===== src/rtl/fifo_bank_pkg.sv =====
// fifo_bank_pkg: shared helpers for the FIFO bank.
//   calc_cw    - width of an occupancy counter able to hold 0..depth.
//   ptr_width  - width of a read/write pointer indexing 0..depth-1.
//   next_ptr   - pointer increment with explicit wrap from depth-1 to 0,
//                so any depth works, not only powers of two.
package fifo_bank_pkg;

    function automatic int calc_cw(input int depth);
        return $clog2(depth + 1);
    endfunction

    function automatic int ptr_width(input int depth);
        return (depth > 1) ? $clog2(depth) : 1;
    endfunction

    function automatic int next_ptr(input int ptr, input int depth);
        return (ptr == depth - 1) ? 0 : ptr + 1;
    endfunction

endpackage


===== src/rtl/fifo_lane.sv =====
// fifo_lane: one synchronous FIFO lane.
//   clk, rst      - clock and synchronous active-high reset.
//   wr_en, i_data - write request and data; accepted when not full, or when
//                   full but a read is accepted in the same cycle.
//   rd_en, o_data - read request and data; FWFT=0 gives data the cycle after
//                   an accepted read, FWFT=1 shows the head entry while non-empty.
//   flush         - synchronous clear of pointers, count, error flags, o_data.
//   full, empty, almost_full, almost_empty - occupancy flags.
//   overflow, underflow - sticky: write dropped / read on empty.
//   count         - current occupancy, 0..DEPTH.
module fifo_lane
    import fifo_bank_pkg::*;
#(
    parameter int DEPTH      = 8,
    parameter int DATA_WIDTH = 8,
    parameter int FWFT       = 0,
    parameter int AF_THRESH  = DEPTH - 1,
    parameter int AE_THRESH  = 1,
    localparam int CW        = calc_cw(DEPTH)
) (
    input  logic                  clk,
    input  logic                  rst,
    input  logic                  wr_en,
    input  logic                  rd_en,
    input  logic                  flush,
    input  logic [DATA_WIDTH-1:0] i_data,
    output logic [DATA_WIDTH-1:0] o_data,
    output logic                  full,
    output logic                  empty,
    output logic                  almost_full,
    output logic                  almost_empty,
    output logic                  overflow,
    output logic                  underflow,
    output logic [CW-1:0]         count
);

    localparam int PW = ptr_width(DEPTH);

    logic [DATA_WIDTH-1:0] mem [DEPTH];
    logic [PW-1:0]         wptr;
    logic [PW-1:0]         rptr;
    logic                  rd_ok;
    logic                  wr_ok;
    logic                  clear;

    // Flags come straight from the registered count, so they move one cycle
    // after the write/read that changed it.
    assign full         = (int'(count) == DEPTH);
    assign empty        = (count == '0);
    assign almost_full  = (int'(count) >= AF_THRESH);
    assign almost_empty = (int'(count) <= AE_THRESH);

    // A full lane still takes a write when a read frees a slot this cycle;
    // an empty lane never passes write data straight through.
    assign rd_ok = rd_en & ~empty;
    assign wr_ok = wr_en & (~full | rd_ok);

    // Reset and flush have the same effect on this lane's state.
    assign clear = rst | flush;

    // NOTE: sequential state uses non-blocking assignments so every register
    // samples the pre-edge values of the others, independent of block order.
    always_ff @(posedge clk) begin
        if (clear) begin
            wptr      <= '0;
            rptr      <= '0;
            count     <= '0;
            overflow  <= 1'b0;
            underflow <= 1'b0;
        end else begin
            if (wr_ok) wptr <= PW'(next_ptr(int'(wptr), DEPTH));
            if (rd_ok) rptr <= PW'(next_ptr(int'(rptr), DEPTH));
            count <= count + CW'(wr_ok) - CW'(rd_ok);
            if (wr_en && !wr_ok) overflow  <= 1'b1;
            if (rd_en && empty)  underflow <= 1'b1;
        end
    end

    // NOTE: the storage array has no reset; pointers and count define which
    // entries are valid, so clearing the data would only cost logic.
    always_ff @(posedge clk) begin
        if (wr_ok && !clear) mem[wptr] <= i_data;
    end

    if (FWFT != 0) begin : g_fwft
        // Head entry is visible whenever the lane holds data.
        assign o_data = empty ? '0 : mem[rptr];
    end else begin : g_reg_read
        logic [DATA_WIDTH-1:0] rdata_q;

        // On a full-lane read+write the write targets the slot being read;
        // the read still returns the old entry because mem updates after the edge.
        always_ff @(posedge clk) begin
            if (clear)      rdata_q <= '0;
            else if (rd_ok) rdata_q <= mem[rptr];
        end

        assign o_data = rdata_q;
    end

endmodule


===== src/rtl/fifo_bank.sv =====
// fifo_bank: NUM_CH independent FIFO lanes sharing clk and rst.
//   clk, rst              - clock and synchronous active-high reset.
//   wr_en, rd_en, flush   - per-lane controls, bit i drives lane i.
//   i_data, o_data        - lane i at [i*DATA_WIDTH +: DATA_WIDTH].
//   full, empty, almost_full, almost_empty, overflow, underflow - per-lane flags.
//   count                 - lane i occupancy at [i*CW +: CW].
module fifo_bank
    import fifo_bank_pkg::*;
#(
    parameter int NUM_CH     = 4,
    parameter int DEPTH      = 8,
    parameter int DATA_WIDTH = 8,
    parameter int FWFT       = 0,
    parameter int AF_THRESH  = DEPTH - 1,
    parameter int AE_THRESH  = 1,
    localparam int CW        = calc_cw(DEPTH)
) (
    input  logic                         clk,
    input  logic                         rst,
    input  logic [NUM_CH-1:0]            wr_en,
    input  logic [NUM_CH-1:0]            rd_en,
    input  logic [NUM_CH-1:0]            flush,
    input  logic [NUM_CH*DATA_WIDTH-1:0] i_data,
    output logic [NUM_CH*DATA_WIDTH-1:0] o_data,
    output logic [NUM_CH-1:0]            full,
    output logic [NUM_CH-1:0]            empty,
    output logic [NUM_CH-1:0]            almost_full,
    output logic [NUM_CH-1:0]            almost_empty,
    output logic [NUM_CH-1:0]            overflow,
    output logic [NUM_CH-1:0]            underflow,
    output logic [NUM_CH*CW-1:0]         count
);

    for (genvar i = 0; i < NUM_CH; i++) begin : g_lane
        fifo_lane #(
            .DEPTH      (DEPTH),
            .DATA_WIDTH (DATA_WIDTH),
            .FWFT       (FWFT),
            .AF_THRESH  (AF_THRESH),
            .AE_THRESH  (AE_THRESH)
        ) u_lane (
            .clk          (clk),
            .rst          (rst),
            .wr_en        (wr_en[i]),
            .rd_en        (rd_en[i]),
            .flush        (flush[i]),
            .i_data       (i_data[i*DATA_WIDTH +: DATA_WIDTH]),
            .o_data       (o_data[i*DATA_WIDTH +: DATA_WIDTH]),
            .full         (full[i]),
            .empty        (empty[i]),
            .almost_full  (almost_full[i]),
            .almost_empty (almost_empty[i]),
            .overflow     (overflow[i]),
            .underflow    (underflow[i]),
            .count        (count[i*CW +: CW])
        );
    end

endmodule


===== config.mk =====
export PLATFORM = sky130hd
export DESIGN_NAME = fifo_bank
export DESIGN_NICKNAME = d
export VERILOG_FILES = /design/src/rtl/fifo_bank_pkg.sv /design/src/rtl/fifo_lane.sv /design/src/rtl/fifo_bank.sv
export SDC_FILE = /design/constraint.sdc
export NUM_CORES = 1
export LEC_CHECK = 0
export ABC_AREA = 0
export BUFFER_PORTS_ARGS = -buffer_cell sky130_fd_sc_hd__buf_4
export CORE_UTILIZATION = 59
export CTS_CLUSTER_SIZE = 20
export DETAILED_ROUTE_END_ITERATION = 8
export GPL_ROUTABILITY_DRIVEN = 1
export GPL_TIMING_DRIVEN = 0
export PLACE_DENSITY = 0.75
export SYNTH_ARGS = -nofsm -noshare
export SYNTH_HDL_FRONTEND = slang
export SYNTH_SLANG_ARGS = --single-unit

===== constraint.sdc =====
create_clock -name clk -period 3.2 [get_ports clk]
set_input_delay 0.48 -clock clk [delete_from_list [all_inputs] [get_ports clk]]
set_output_delay 0.48 -clock clk [all_outputs]
set_load 0.1 [all_outputs]

==> run_results.csv <==
group,metric,value,unit
final_layout,layout_common_cells,"edfxtp_1 (256), buf_4 (145), a21oi_1 (104), dfxtp_1 (72), mux2i_1 (64)",
cts,h-tree-depth,2,
logic_synthesis,synth_seq_area_share,66.6,%
final_layout,final_nets,1188,
route,first_pass_iters,6,
logic_synthesis,synthesis.nets,1034,
route,drcViolationCount,0,
power,ir_worst_vdd,1.37,mV
placed_design,io_buffers,117,
cts,cts_root_buf,"clkbuf_16",
run_status,status,"finished clean",
sta,worstMarginPinSlew,1270,ps
cts,post_cts_resized,0,
logic_synthesis,syn_inst,936,
sta,slew_headroom,15.0,%
final_layout,diodes,0,
power,leakagePower,5.94,nW
sta,max_freq,346,MHz
setup_path,rr_worst_depth,13,
logic_synthesis,syn_avg_cell_area,14.9,um2
cts,cts_sinks,336,
global_route,grt_pass1_wl,42.8,mm
logic_synthesis,yosys.area.top_type,"edfxtp_1",
logic_synthesis,synthAdderAreaFrac,4.88,%
final_layout,syn2layout_area_growth,17.4,%
logic_synthesis,yosysWarningCount,0,
floorplan,die_x,156,um
logic_synthesis,ys_ff_latch,336,
global_route,grt_max_degree,15,
setup_path,cp.arrival,3260,ps
route,drt_wl_total,27.2,mm
hold_path,hold_path_depth,1,
cts,clkLatencyLatePin,510,ps
logic_synthesis,synth_top_cell_area_share,55.1,%
final_layout,fillers,1527,
logic_synthesis,synthMuxAreaShare,10.5,%
sta,setup_tns,0,ps
logic_synthesis,synth_ff_type,"edfxtp_1",
final_layout,final_util,71.5,%
cts,post_cts_buffers,0,
route,avgRoutedWirePerCell,19.0,um
logic_synthesis,synth_top_family_by_area,"multiplexers",
sta,finalSetupViolations,0,
floorplan,die_h,156,um
setup_path,start_kind,"flip-flop",
floorplan,rows,55,
final_layout,final_common_cell,"edfxtp_1",
logic_synthesis,synth_compound_area_share,7.17,%
setup_path,path_class,"flip-flop to flip-flop",
placed_design,dp_hpwl,17.8,mm
hold_path,hp-class,"primary input to flip-flop",
cts,cts_buffers,35,
final_layout,final_layout_size_suffix_gt1_share,23.5,%
route,drt_iter0_markers,506,
logic_synthesis,synthTopCellsByArea,"edfxtp_1 (55%), dfxtp_1 (11%), mux4_1 (5.3%), mux2i_1 (4.6%), ha_1 (4.3%)",
power,power.density,807,nW/um2
sta,rsz0062_at_grt,"false",
logic_synthesis,synth_edf_count,256,
logic_synthesis,yosys.area_share.simple,5.94,%
cts,clk_pin_slew_worst_paths,60,ps
setup_path,cp_max_fo,10,
global_route,track_usage,23.3,%
cts,cts_tree,"built",
logic_synthesis,async_flop_share,0,%
cts,cts_buffer_depth,3,
global_route,grt-ovfl-total,0,
setup_path,required,3570,ps
sta,finClkSkew,15.0,ps
job,max_cap_violations,0,
floorplan,die-area,24300,um2
floorplan,io_pins,118,
logic_synthesis,netlist_area,14000,um2
sta,fin_crit_sh,90.4,%
global_route,grt_pass1_vias,8046,
route,ant_nets,0,
floorplan,start_util,60.9,%
final_layout,regArea,9300,um2
route,vias,8074,
final_layout,multiInputGateArea,4070,um2
logic_synthesis,yosysUniqueCellTypes,35,
placed_design,gp_congestion,0.782,
route,via_per_inst,5.65,
sta,min_period,2890,ps
global_route,antenna_found_initial,0,
logic_synthesis,synth_xor_area_share,0.502,%
sta,drv_slew,0,
sta,hold_viol,0,
cts,cts_hold_buf,0,
floorplan,coreArea,22900,um2
setup_path,end_kind,"flip-flop",
flip-flops by register name, indices dropped and copies added (netlist names):
name / count
g_lane.u_lane.overflow: 4
g_lane.u_lane.count: 16
g_lane.u_lane.underflow: 4
g_lane.u_lane.o_data: 32
g_lane.u_lane.rptr: 12
g_lane.u_lane.wptr: 12
g_lane.u_lane.mem: 256
per-layer routing:
metal	wire [um]	vias to the layer above	track usage, %	part of all wire (%)
li1	-	3809	-	-
met1	11700	3992	30.9	43
met2	13500	238	39.5	50
met3	1500	35	4.67	5.5
met4	419	0	6.30	1.5
met5	0	-	0	0
Yosys cell counts (8+ instances only):
master / n
ha_1: 48
dfxtp_1: 80
o21ai_0: 32
or2_2: 8
nor3_1: 8
or3_1: 12
mux2i_1: 64
nand2b_1: 16
edfxtp_1: 256
nor2_1: 48
buf_6: 8
buf_4: 28
nand3_1: 8
inv_1: 32
nand2_1: 43
o22ai_1: 32
inv_2: 8
mux4_1: 28
a21oi_1: 104
buf_2: 11
power breakdown:
group	switching (mW)	total [mW]	internal, mW	leakage, nW
sequential	0.171	5.06	4.89	2.96
combinational	2.97	4.23	1.26	2.42
clock	1.57	3.92	2.35	0.555
critical path, cell delays in order (launching register included):
cell      delay, ps
dfxtp_2         330
inv_1           120
ha_1            230
nor3b_2         330
nand2b_1        290
inv_2           160
buf_4           220
ha_1            270
inv_1            60
ha_1            150
inv_1            50
fa_1            370
xor2_1          140
nor2_1           50
area by class of cell:
type / instances / area share [%]
Multi-Input combinational cell: 500 / 24.9
Sequential cell: 336 / 56.8
Clock inverter: 15 / 0.710
Buffer: 60 / 2.86
Timing Repair Buffer: 117 / 5.36
Clock buffer: 47 / 6.13
Inverter: 40 / 0.917
Tap cell: 313 / 2.39
kinds of logic (layout without fill, tap and decap cells):
group,count (synthesis),count (layout)
buffers and inverters,100,279
adder cells (fa/ha/maj),52,52
flip-flops,336,336
AND/OR/NAND/NOR,164,164
AO/OA/AOI/OAI,180,180
XOR/XNOR,8,8
multiplexers,96,96
per-stage QoR:
stage	total power, mW	worst slack [ps]	cells	cell area [um2]	hold slack (ps)
after detailed placement	9.39	193	1366	15200	464
after global routing	13.8	107	1428	16400	204
after global placement	9.34	265	1366	15200	448
after CTS	13.3	185	1428	16400	193
final	13.2	307	1428	16400	207
after floorplan	8.53	280	936	14000	438
path summary, 6_finish.rpt:
check	startpoint	slack [ps]	end
worst max-delay path	g_lane[1].u_lane.count[2]$_SDFF_PP0_	310	g_lane[1].u_lane.count[2]$_SDFF_PP0_
worst min-delay path	i_data[22]	210	g_lane[2].u_lane.mem[3][6]$_DFFE_PP_
worst max register to register	g_lane[1].u_lane.count[2]$_SDFF_PP0_	310	g_lane[1].u_lane.count[2]$_SDFF_PP0_
worst min register to register	g_lane[2].u_lane.overflow$_SDFFE_PP0P_	470	g_lane[2].u_lane.overflow$_SDFFE_PP0P_
Power figures use the tool's default switching activity.
